[config.mk]
export PLATFORM = sky130hd
export DESIGN_NAME = uart_loader
export DESIGN_NICKNAME = d
export VERILOG_FILES = /design/src/rtl/uart_loader.sv
export SDC_FILE = /design/constraint.sdc
export NUM_CORES = 1
export LEC_CHECK = 0
export BUFFER_PORTS_ARGS = -buffer_cell sky130_fd_sc_hd__buf_2
export CAP_MARGIN = 30
export CORE_MARGIN = 3
export CORE_UTILIZATION = 40
export DETAILED_ROUTE_END_ITERATION = 8
export PLACE_DENSITY = 0.62
export SLEW_MARGIN = 25
export SYNTH_ARGS = -nofsm -noshare
export SYNTH_HDL_FRONTEND = slang
export SYNTH_SLANG_ARGS = --single-unit
[constraint.sdc]
create_clock -name clk -period 2.9 [get_ports clk]
set_input_delay 0 -clock clk [delete_from_list [all_inputs] [get_ports clk]]
set_output_delay 0 -clock clk [all_outputs]
set_load 0.005 [all_outputs]
[src/rtl/uart_loader.sv]
// uart_loader: UART-driven program loader acting as a rib bus master.
// A host sends framed packets on rx_pin: 0xA5 | addr (4B, LSB first) | len (2B, words)
// | len*4 data bytes (LSB first) | csum (XOR of data bytes). Each assembled 32-bit
// word is written via a single-cycle req_o/mem_we_o strobe. After the checksum, one
// status byte is returned on tx_pin: 0x5A (match) or 0xEE (mismatch).
// Ports:
//   clk, rst (async, active low), debug_en_i (loader enable)
//   rx_pin / tx_pin      : 8N1 UART lines, idle high
//   req_o, mem_we_o      : rib write strobe, high for exactly one cycle per word
//   mem_addr_o/wdata_o   : rib address and data, valid while req_o is high
//   busy_o               : packet in progress (header seen, response not yet sent)
//   err_o                : sticky error flag, cleared by the next valid header
module uart_loader #(
    parameter int CLK_FREQ = 50000000,
    parameter int BAUD     = 115200,
    parameter int TIMEOUT  = 1000000
) (
    input  logic        clk,
    input  logic        rst,
    input  logic        debug_en_i,
    input  logic        rx_pin,
    output logic        tx_pin,
    output logic        req_o,
    output logic        mem_we_o,
    output logic [31:0] mem_addr_o,
    output logic [31:0] mem_wdata_o,
    output logic        busy_o,
    output logic        err_o
);
    localparam int BIT_CNT = CLK_FREQ / BAUD;
    localparam int CW      = $clog2(BIT_CNT + 1);
    localparam int TW      = $clog2(TIMEOUT + 1);
    localparam logic [CW-1:0] BIT_MAX  = CW'(BIT_CNT - 1);
    localparam logic [CW-1:0] HALF_MAX = CW'(BIT_CNT / 2 - 1);
    localparam logic [TW-1:0] TO_MAX   = TW'(TIMEOUT - 1);

    typedef enum logic [2:0] {IDLE, ADDR, LEN, DATA, WRITE, CSUM, RESP} state_t;
    state_t state, state_n;

    // ---------------- receiver ----------------
    logic          rx_s1, rx_s2, rx_prev, rx_on, rx_done, rx_ferr, rx_tick;
    logic [CW-1:0] rx_cnt;
    logic [3:0]    rx_bit;   // 0 = start check, 1..8 = data, 9 = stop
    logic [7:0]    rx_sh;

    assign rx_tick = (rx_bit == 4'd0) ? (rx_cnt == HALF_MAX) : (rx_cnt == BIT_MAX);

    always_ff @(posedge clk or negedge rst) begin
        if (!rst) begin
            rx_s1 <= 1'b1; rx_s2 <= 1'b1; rx_prev <= 1'b1;
            rx_on <= 1'b0; rx_cnt <= '0; rx_bit <= '0; rx_sh <= '0;
            rx_done <= 1'b0; rx_ferr <= 1'b0;
        end else begin
            rx_s1   <= rx_pin;
            rx_s2   <= rx_s1;
            rx_prev <= rx_s2;
            rx_done <= 1'b0;
            rx_ferr <= 1'b0;
            if (!debug_en_i) begin
                rx_on <= 1'b0;
            end else if (!rx_on) begin
                if (rx_prev && !rx_s2) begin
                    rx_on  <= 1'b1;
                    rx_cnt <= '0;
                    rx_bit <= '0;
                end
            end else if (!rx_tick) begin
                rx_cnt <= rx_cnt + 1'b1;
            end else begin
                rx_cnt <= '0;
                if (rx_bit == 4'd0) begin
                    // start bit high again at mid-bit: treat the edge as a glitch
                    if (rx_s2) rx_on <= 1'b0;
                    else       rx_bit <= 4'd1;
                end else if (rx_bit <= 4'd8) begin
                    rx_sh  <= {rx_s2, rx_sh[7:1]};
                    rx_bit <= rx_bit + 4'd1;
                end else begin
                    rx_on   <= 1'b0;
                    rx_done <= rx_s2;
                    rx_ferr <= ~rx_s2;
                end
            end
        end
    end

    // ---------------- packet engine ----------------
    logic          byte_ok, frame_bad, in_pkt, timeout, tx_done;
    logic [31:0]   addr, wdata;
    logic [15:0]   wcount;
    logic [1:0]    cnt;
    logic [7:0]    csum, tx_sh;
    logic          err, tx_reg;
    logic [TW-1:0] to_cnt;
    logic [CW-1:0] tx_cnt;
    logic [3:0]    tx_bit;   // bits fully sent: start, 8 data, stop

    assign byte_ok   = rx_done & debug_en_i;
    assign frame_bad = rx_ferr & debug_en_i;
    assign in_pkt    = (state != IDLE) && (state != RESP);
    assign timeout   = debug_en_i && in_pkt && (to_cnt == TO_MAX) && !rx_done;
    assign tx_done   = (state == RESP) && (tx_cnt == BIT_MAX) && (tx_bit == 4'd9);

    always_ff @(posedge clk or negedge rst) begin
        if (!rst) state <= IDLE;
        else      state <= state_n;
    end

    always_comb begin
        state_n = state;
        if (!debug_en_i) begin
            state_n = IDLE;
        end else begin
            case (state)
                IDLE:  if (byte_ok && rx_sh == 8'hA5) state_n = ADDR;
                ADDR:  if (byte_ok && cnt == 2'd3) state_n = LEN;
                LEN:   if (byte_ok && cnt == 2'd1)
                           state_n = ({rx_sh, wcount[15:8]} == 16'd0) ? CSUM : DATA;
                DATA:  if (byte_ok && cnt == 2'd3) state_n = WRITE;
                WRITE: state_n = (wcount == 16'd1) ? CSUM : DATA;
                CSUM:  if (byte_ok) state_n = RESP;
                RESP:  if (tx_done) state_n = IDLE;
                default: state_n = IDLE;
            endcase
            if (in_pkt && (frame_bad || timeout)) state_n = IDLE;
        end
    end

    always_ff @(posedge clk or negedge rst) begin
        if (!rst) begin
            addr <= '0; wdata <= '0; wcount <= '0; cnt <= '0; csum <= '0;
            err <= 1'b0; to_cnt <= '0;
            tx_reg <= 1'b1; tx_sh <= '0; tx_cnt <= '0; tx_bit <= '0;
        end else begin
            to_cnt <= (!in_pkt || byte_ok) ? '0 : to_cnt + 1'b1;
            if ((frame_bad && state != RESP) || timeout) err <= 1'b1;
            if (!debug_en_i) begin
                tx_reg <= 1'b1;
            end else begin
                case (state)
                    IDLE: if (byte_ok && rx_sh == 8'hA5) begin
                        err <= 1'b0; cnt <= '0; csum <= '0;
                    end
                    ADDR: if (byte_ok) begin
                        addr <= {rx_sh, addr[31:8]};
                        cnt  <= cnt + 2'd1;
                    end
                    LEN: if (byte_ok) begin
                        wcount <= {rx_sh, wcount[15:8]};
                        cnt    <= (cnt == 2'd1) ? 2'd0 : cnt + 2'd1;
                    end
                    DATA: if (byte_ok) begin
                        wdata <= {rx_sh, wdata[31:8]};
                        csum  <= csum ^ rx_sh;
                        cnt   <= cnt + 2'd1;
                    end
                    WRITE: begin
                        addr   <= addr + 32'd4;
                        wcount <= wcount - 16'd1;
                    end
                    CSUM: if (byte_ok) begin
                        tx_reg <= 1'b0;   // start bit goes out immediately
                        tx_sh  <= (rx_sh == csum) ? 8'h5A : 8'hEE;
                        tx_cnt <= '0;
                        tx_bit <= '0;
                        if (rx_sh != csum) err <= 1'b1;
                    end
                    RESP: begin
                        if (tx_cnt != BIT_MAX) begin
                            tx_cnt <= tx_cnt + 1'b1;
                        end else begin
                            tx_cnt <= '0;
                            if (tx_bit == 4'd9) begin
                                tx_reg <= 1'b1;
                            end else begin
                                tx_reg <= (tx_bit == 4'd8) ? 1'b1 : tx_sh[0];
                                tx_sh  <= {1'b0, tx_sh[7:1]};
                                tx_bit <= tx_bit + 4'd1;
                            end
                        end
                    end
                    default: ;
                endcase
            end
        end
    end

    assign req_o       = (state == WRITE) && debug_en_i;
    assign mem_we_o    = req_o;
    assign mem_addr_o  = addr;
    assign mem_wdata_o = wdata;
    assign busy_o      = (state != IDLE);
    assign err_o       = err;
    assign tx_pin      = tx_reg;
endmodule

**After elaboration in Yosys (flattened, before gate mapping)**

Index checks and enable logic that the tools add are counted.

- Output and inout port bits: 69
- Memory bits (writable): 0
- Bits of input ports: 4
- Latch bits: 0
- Memories: 0
- Memory bits (read-only): 0
- Logic and storage cells: 192
- Flip-flop bits (word level): 163

- Bitwise gates (word level): 5
- Divide/modulo/power cells: 0
- Reductions and logical operators: 42
- Multiply operators: 0
- Equal/unequal tests: 40
- Add/sub/neg operators: 8
- Shift-type cells: 0
- Muxes and demuxes: 75
- $lt $le $gt $ge: 1

Operators by type and width:

| kind | number |
|---|---|
| one-hot mux 32 bit (2 select lines) | 1 |
| 2-to-1 mux 8 bit | 6 |
| 2-to-1 mux 9 bit | 5 |
| 2-to-1 mux 4 bit | 9 |
| adder 32 x 3 -> 32 bit, second input constant | 1 |
| 2-to-1 mux 32 bit | 1 |
| one-hot mux 16 bit (2 select lines) | 1 |
| one-hot mux 8 bit (2 select lines) | 2 |
| 2-to-1 mux 3 bit | 10 |
| 2-to-1 mux 1 bit | 28 |
| one-hot mux 3 bit (7 select lines) | 1 |
| adder 20 x 1 -> 20 bit, second input constant | 1 |
| equality test 20 bit, second input constant | 1 |
| 2-to-1 mux 20 bit | 1 |
| inequality test 4 bit, second input constant | 5 |
| AND reduction 5 bit | 4 |
| adder 9 x 1 -> 9 bit, second input constant | 2 |
| equality test 9 bit, second input constant | 2 |
| one-hot mux 9 bit (2 select lines) | 1 |
| equality test 16 x 1 -> 1 bit, second input constant | 1 |
| logical NOT 16 bit | 1 |
| 2-to-1 mux 16 bit | 1 |
| subtractor 16 x 1 -> 16 bit, second input constant | 1 |
| AND reduction 3 bit | 5 |
| other kinds (37) | 80 |

**Depth between registers and ports, before layout**

Gate-level depths: netlist of the first run.

- Depth after elaboration: 11
- Depth in mapped cells: 8
- Gate-level depth less buffers: 7

**Worst setup path before layout of the first run**

OpenSTA, ideal clock, no wires.

- Path kind: register -> register
- Start: register rx_bit[0]
- End: register rx_sh[0]
- Setup slack: 0.397 ns
- Buffers on the path: 1
- Arrival: 2.378 ns
- Stages on the path, launching flop included: 9
- Required time: 2.775 ns
- Period minus slack after synthesis: 2.503 ns
- Library setup time: 0.125 ns
- Path through: dfrtp_1 > inv_1 > ha_1 > or3b_1 > or4_4 > a21oi_2 > and4_1 > buf_4 > mux2_2

- Word-level cells in the longest chain between the ends: 3
- Elaborated cells between the ends (all ways): 5
- Classes of those cells: order compare: 1; mux: 1; bitwise: 1; reduce/logical: 2

Ends and longest elaborated chain:

| item | RTL line | text |
|---|---|---|
| start: declaration | 43 | `logic [3:0] rx_bit;` |
| start signal: assignment | 77 | `rx_bit <= rx_bit + 4'd1;` |
| parallel branches: the longest is 2 deep, another holds less-or-equal comparator 4 bit | n/a |  |
| AND reduction 5 bit (no line) (*) | n/a |  |
| end signal: assignment | 76 | `rx_sh <= {rx_s2, rx_sh[7:1]};` |
| end: declaration | 44 | `logic [7:0] rx_sh;` |

Mark *: on every way between the ends.
A chain may end at the register's enable or synchronous reset.

**Worst setup path after layout of the first run**

- Start: register rx_bit[0]
- End: register rx_sh[6]

The elaborated chain is that of the path after synthesis.

==> summary.txt, run 1 <==
Timing
  – RSZ-0062 raised after global routing: false
  – Worst-Margin Slew: around 0.87 ns
  – Final TNS setup: 0 ns
  – Skew final: roughly 0.013 ns
  – Period utilization: 0.944
  – Max-slew violations: 0
  – Fmax: 365 MHz
  – Final setup viols: 0
  – Max_slew headroom: 0.420
  – Fin crit period: between 2 and 3 ns
  – Hold slack: between 0.15 and 0.2 ns
  – Final Hold Fails: 0

Die
  – Initial Utilization: 0.408
  – Io pins: 73
  – Die height: roughly 150 um
  – Rows: 53
  – Die area: between 20000 and 25000 sq um
  – Die W: between 150 and 200 um
  – CORE AREA: 21100 sq um

Route
  – Routed Antenna Nets: 0
  – Total Wirelength: ~21000 um
  – Routed wire length per instance: ~16 um
  – DRC viols: 0
  – Avg Vias per Cell: ~5.5
  – Initial DRC count: between 600 and 700
  – Via Count: just over 7k
  – First-pass DRT Iterations: 4

Clock tree
  – Clock sink count: ~160
  – Clk_lat worst skew: 0.44 ns
  – CTS tree: built
  – CTS root buffer: clkbuf_16
  – Clock slew at reported path FFs: about 0.070 ns
  – H-Tree Depth: 4
  – Clock Path Buffers: 2
  – Cts bufs inserted: 17

Layout
  – Layout Nets: between 1k and 1.5k
  – Number of diodes: 0
  – Finished Core Util: 0.474
  – Share of cells above drive strength 1: 0.161
  – Area delta synth->final: 16.0%

Global route
  – GRT overflow: 0
  – Vias in the first global route: 6826
  – Largest net degree at the start of global routing: between 80 and 90
  – Tot GR Track Use: 0.179
  – First-pass GRT wire length: about 35000 um
  – Initial antenna violation count: 0

Place
  – RePlAce Congestion: 0.833
  – I/O Buffers: slightly above 70
  – DP Wirelength: about 14000 um

Setup path
  – Reg2reg start: rx_bit[0]
  – Crit path kind: flop to flop
  – Worst Path Buf+Inv: 1
  – Crit path max-delay family: simple AND/OR/NAND/NOR gates
  – Worst EP required: around 3.2 ns
  – CP max FO: 8
  – Worst Path Arrival: between 3 and 4 ns
  – R2R setup slack: about 0.16 ns
  – Critical-path cell list: inv_1, ha_1, or3b_1, or4_4, a21oi_2, and4_2, mux2_2
  – Crit path launch type: flop
  – CP max stage cell: or4_4
  – Reg-to-reg endpoint: rx_sh[6]
  – Reg2Reg Depth: 7
  – Slowest stage delay, CP: about 0.54 ns
  – Setup crit end kind: flop

Flow run
  – Maxcap violations: 0

Synth
  – Post-Syn Nets: ~1000
  – Commonest cells in the netlist: nand2_1, dfrtp_1, nor2_1
  – Post-synthesis instance area: 8610 sq um
  – Yosys warnings: 0
  – Most frequent cell after synthesis: nand2_1
  – Synthesized instance count: between 900 and 1k
  – Area share of the largest cell type after synthesis: 0.462
  – EDFF count, synth: 0
  – Post-synth ARST share: 1.00
  – Main synth FF type: dfrtp_1
  – Synth area leaders: dfrtp_1, nand2_1, o21ai_0
  – Cell taking the most area after synthesis: dfrtp_1
  – Sequential area share after synthesis: 0.474
  – Syn Area/Cell: approximately 9 sq um
  – Synth unique cells: 68
  – #FFs+latches synth: 163

Hold path
  – Worst Hold Class: input pin to asynchronous set/reset pin

Power and ir drop
  – P_leak: between 4 and 5 nW
  – Max VDD drop: about 0.00036 V
  – Pwr/cell area: around 490 nW/um^2

Status
  – Outcome: completed
==> layer usage <==
layer,track usage,vias to the layer above,routed length (um)
met1,0.256,3480,9930
met4,0.0526,0,271
li1,-,3603,-
met3,0.0315,22,857
met5,0,-,0
met2,0.282,162,9670
==> placed cells by master (no fill, tap or decap), drive strengths merged, types with 11 or more instances in the layout <==
| cell type | n |
|---|---|
| and3 | 13 |
| nand2 | 160 |
| o22ai | 13 |
| o21ai | 81 |
| xor2 | 21 |
| mux2 | 15 |
| a31oi | 14 |
| nor2 | 101 |
| dfrtp | 159 |
| nand3 | 37 |
| nor4 | 11 |
| inv | 27 |
| nor2b | 14 |
| nor3 | 22 |
| a21oi | 54 |
| nand4 | 26 |
| clkbuf | 17 |
| buf | 99 |
| ha | 15 |
| a2bb2oi | 12 |
| or3 | 11 |
==> flip-flops by register name (all words and copies together) (netlist names), 2 cells and up <==
signal	count
cnt	2
tx_bit	4
mem_addr_o	32
to_cnt	20
mem_wdata_o	32
tx_cnt	9
state	3
rx_sh	8
rx_bit	4
tx_sh	8
csum	8
wcount	16
rx_cnt	9
==> power by group <==
part / total [mW] / internal [mW] / switching [mW]
Sequential: 2.32 / 2.29 / 0.0268
Combinational: 0.116 / 0.0349 / 0.0808
Clock: 2.44 / 1.40 / 1.04
==> worst max-delay path by stage <==
stage,depth (start not counted),slack (ns),start,endpoint
after floorplan,8,0.40,rx_bit[0],rx_sh[0]
after global placement,7,0.20,rx_bit[0],rx_sh[4]
after detailed placement,7,0.14,rx_bit[0],rx_sh[6]
after CTS,7,0.12,rx_bit[0],rx_sh[6]
after global routing,6,0.04,state[1],req_o
final,7,0.16,rx_bit[0],rx_sh[6]
==> what timing repair did <==
item                                    4_1_cts  5_1_grt
gates resized for setup                       0        1
hold buffers                                  3        0
endpoints found under the setup margin        0        3
setup buffers                                 0        0
hold endpoints to repair                     82        0
==> logic make-up (layout without fill, tap and decap cells) <==
logic type      count (synthesis)  after routing  share of synthesized area
compound gates                225            225                      0.162
mux                            19             19                     0.0243
fa+ha+maj                      15             15                     0.0218
buf+inv                        80            151                     0.0360
simple gates                  447            447                      0.250
flops                         163            163                      0.474
xor+xnor                       31             31                     0.0315
==> layout make-up <==
type	count	area, sq um
sequential	163	4080
fill	2023	11100
inverter	17	63.8
timing repair buffer	102	624
multi-input combinational	737	4240
clock buffer	17	425
clock inverter	15	206
tap	275	344
==> stage by stage <==
| stage | cells | setup slack, ns | power, mW | cell area, sq um |
|---|---|---|---|---|
| after floorplan | 980 | 0.397 | 2.40 | 8610 |
| after global placement | 1291 | 0.202 | 2.48 | 9320 |
| after detailed placement | 1291 | 0.136 | 2.48 | 9320 |
| after CTS | 1326 | 0.120 | 4.94 | 9980 |
| after global routing | 1326 | 0.0428 | 5.06 | 9990 |
| final | 1326 | 0.162 | 4.88 | 9990 |
Power figures use the tool's default switching activity.
==> inputs of run 2 (changes only) <==
--- a/config.mk
+++ b/config.mk
@@ -10,7 +10,7 @@
 export CORE_MARGIN = 3
 export CORE_UTILIZATION = 40
 export DETAILED_ROUTE_END_ITERATION = 8
-export PLACE_DENSITY = 0.62
+export PLACE_DENSITY = 0.53
 export SLEW_MARGIN = 25
 export SYNTH_ARGS = -nofsm -noshare
 export SYNTH_HDL_FRONTEND = slang
==> run 2 against run 1 <==
  * Hold slack worse by 0.042 ns
  * Sequential share of layout area up 0.13 points
  * Sequential cell count unchanged
  * Combinational power about the same
  * Cell area down 0.31%
  * Critical endpoint unchanged
  * Highest routed layer unchanged
==> summary.txt, run 2 (synthesis gave the netlist of run 1 again) <==
Timing
  – Max-slew violations: 0 (unchanged)
  – Final TNS setup: 0 ns (unchanged)
  – RSZ-0062 raised after global routing: false
  – Skew final: 0.0111 ns (-0.00199 ns)
  – Period utilization: 0.938 (-0.00594)
  – Hold slack: 0.149 ns (-0.0416 ns)
  – Fin crit period: 2.72 ns (-0.0172 ns)
  – Worst-Margin Slew: 0.733 ns (-0.138 ns)
  – Max_slew headroom: 0.512 (+0.0919)
  – Final setup viols: 0 (unchanged)
  – Fmax: 368 MHz (+0.63%)
  – Final worst slack: 0.179 ns (+0.0172 ns)
  – Final Hold Fails: 0 (unchanged)

Setup path
  – Setup crit end kind: flop
  – CP max FO: 8 (unchanged)
  – R2R setup slack: 0.18 ns (+0.02 ns)
  – Worst setup startpoint: rx_bit[0]
  – Crit path kind: flop to flop
  – Worst EP required: 3.21 ns (about the same)
  – Crit path launch type: flop
  – Reg2Reg Depth: 7 (unchanged)
  – Worst Path Arrival: 3.04 ns (about the same)
  – Reg2reg start: rx_bit[0]
  – Reg-to-reg endpoint: rx_sh[6]

Route
  – Initial DRC count: 463 (-27%)
  – Via Count: 7279 (+0.17%)
  – DRC viols: 0 (unchanged)
  – Avg Vias per Cell: 5.47 (-0.21%)
  – First-pass DRT Iterations: 5 (+1)
  – Total Wirelength: 21800 um (+5.2%)
  – Routed Antenna Nets: 0 (unchanged)
  – Routed wire length per instance: 16.4 um (+4.8%)

Clock tree
  – Cts bufs inserted: 17 (unchanged)
  – H-Tree Depth: 4 (unchanged)
  – Clock sink count: 163 (unchanged)
  – Clk_lat worst skew: 0.44 ns (about the same)
  – # resized after CTS: 0 (unchanged)
  – Clock Path Buffers: 2 (unchanged)
  – CTS tree: built
  – Setup Fix Bufs, Post-CTS: 0 (unchanged)
  – Clock slew at reported path FFs: 0.07 ns (about the same)
  – CTS root buffer: clkbuf_16
  – Hold buffer count at CTS: 3 (unchanged)

Status
  – Outcome: completed

Layout
  – Share of cells above drive strength 1: 0.165 (+0.00397)
  – Area delta synth->final: 15.6%
  – Most frequent cells in the layout: nand2_1, dfrtp_1, nor2_1
  – Fin area: 9960 sq um (-0.31%)
  – Number of diodes: 0 (unchanged)
  – Layout Nets: 1062 (+0.47%)

Flow run
  – Maxcap violations: 0 (unchanged)

Global route
  – Largest net degree at the start of global routing: 71 (-18%)
  – Initial antenna violation count: 0 (unchanged)
  – First-pass GRT wire length: 37000 um (+4.9%)
  – Vias in the first global route: 7001 (+2.6%)
  – Tot GR Track Use: 0.189 (+0.0100)
  – GRT overflow: 0 (unchanged)

Die
  – Die height: 153 um (unchanged)
  – Rows: 53 (unchanged)
  – Die W: 153 um (unchanged)
  – CORE AREA: 21100 sq um (unchanged)
  – Initial Utilization: 0.408 (unchanged)
  – Die area: 23300 sq um (unchanged)
  – Io pins: 73 (unchanged)

Place
  – DP Wirelength: 14700 um (+4.7%)
  – I/O Buffers: 72 (unchanged)
  – RePlAce Congestion: 0.816 (-2.0%)
  – Setup Slack @ Placement: 0.197 ns (+0.0605 ns)
  – Placed cell areas: 9360 sq um (+0.43%)

Power and ir drop
  – Max VDD drop: 0.000327 V (-10%)
  – P_leak: 4.71 nW (-0.32%)
  – Final Total Pwr: 4.63 mW (-5.2%)
  – Pwr/cell area: 465 nW/um^2 (-4.9%)

Hold path
  – Worst Hold Class: input pin to asynchronous set/reset pin
## run 2: worst max-delay path by stage
stage                to
6_report       rx_sh[6]
5_1_grt        rx_sh[6]
4_1_cts        rx_sh[2]
3_5_place_dp   rx_sh[2]
3_3_place_gp   rx_sh[5]
2_1_floorplan  rx_sh[0]
## run 2: routing by layer
metal	vias to the layer above	global-route usage	share of wire
met4	0	0.0424	0.0085
met2	124	0.289	0.45
met1	3527	0.281	0.50
met3	16	0.0364	0.035
li1	3612	-	-
met5	-	0	0
## run 2: where the power goes
part	internal [mW]	switching [mW]	leakage, nW	total [mW]
combinational	0.0362	0.0823	2.23	0.118
sequential	2.29	0.0265	2.21	2.32
clock	1.14	1.05	0.266	2.19
total	3.46	1.16	4.71	4.63
## run 2: final cells by class
| cell class | count | area, sq um |
|---|---|---|
| Fill cell | 2056 | 11100 |
| Timing Repair Buffer | 107 | 662 |
| Sequential cell | 163 | 4080 |
| Inverter | 17 | 63.8 |
| Clock inverter | 15 | 136 |
| Multi-Input combinational cell | 737 | 4240 |
| Tap cell | 275 | 344 |
| Clock buffer | 17 | 425 |
## run 2: worst max-delay path: stages (launching register included)
cell and delay (ns):
dfrtp_1 0.41, inv_1 0.09, ha_1 0.20, or3b_1 0.40, or4_4 0.53, a21oi_2 0.17, and4_1 0.43, mux2_2 0.38
## run 2: through the flow
step,utilization,cells
floorplan,-,980
global placement,0.444,1296
detailed placement,0.444,1296
CTS,0.472,1331
global route,0.472,1331
finish,0.472,1331
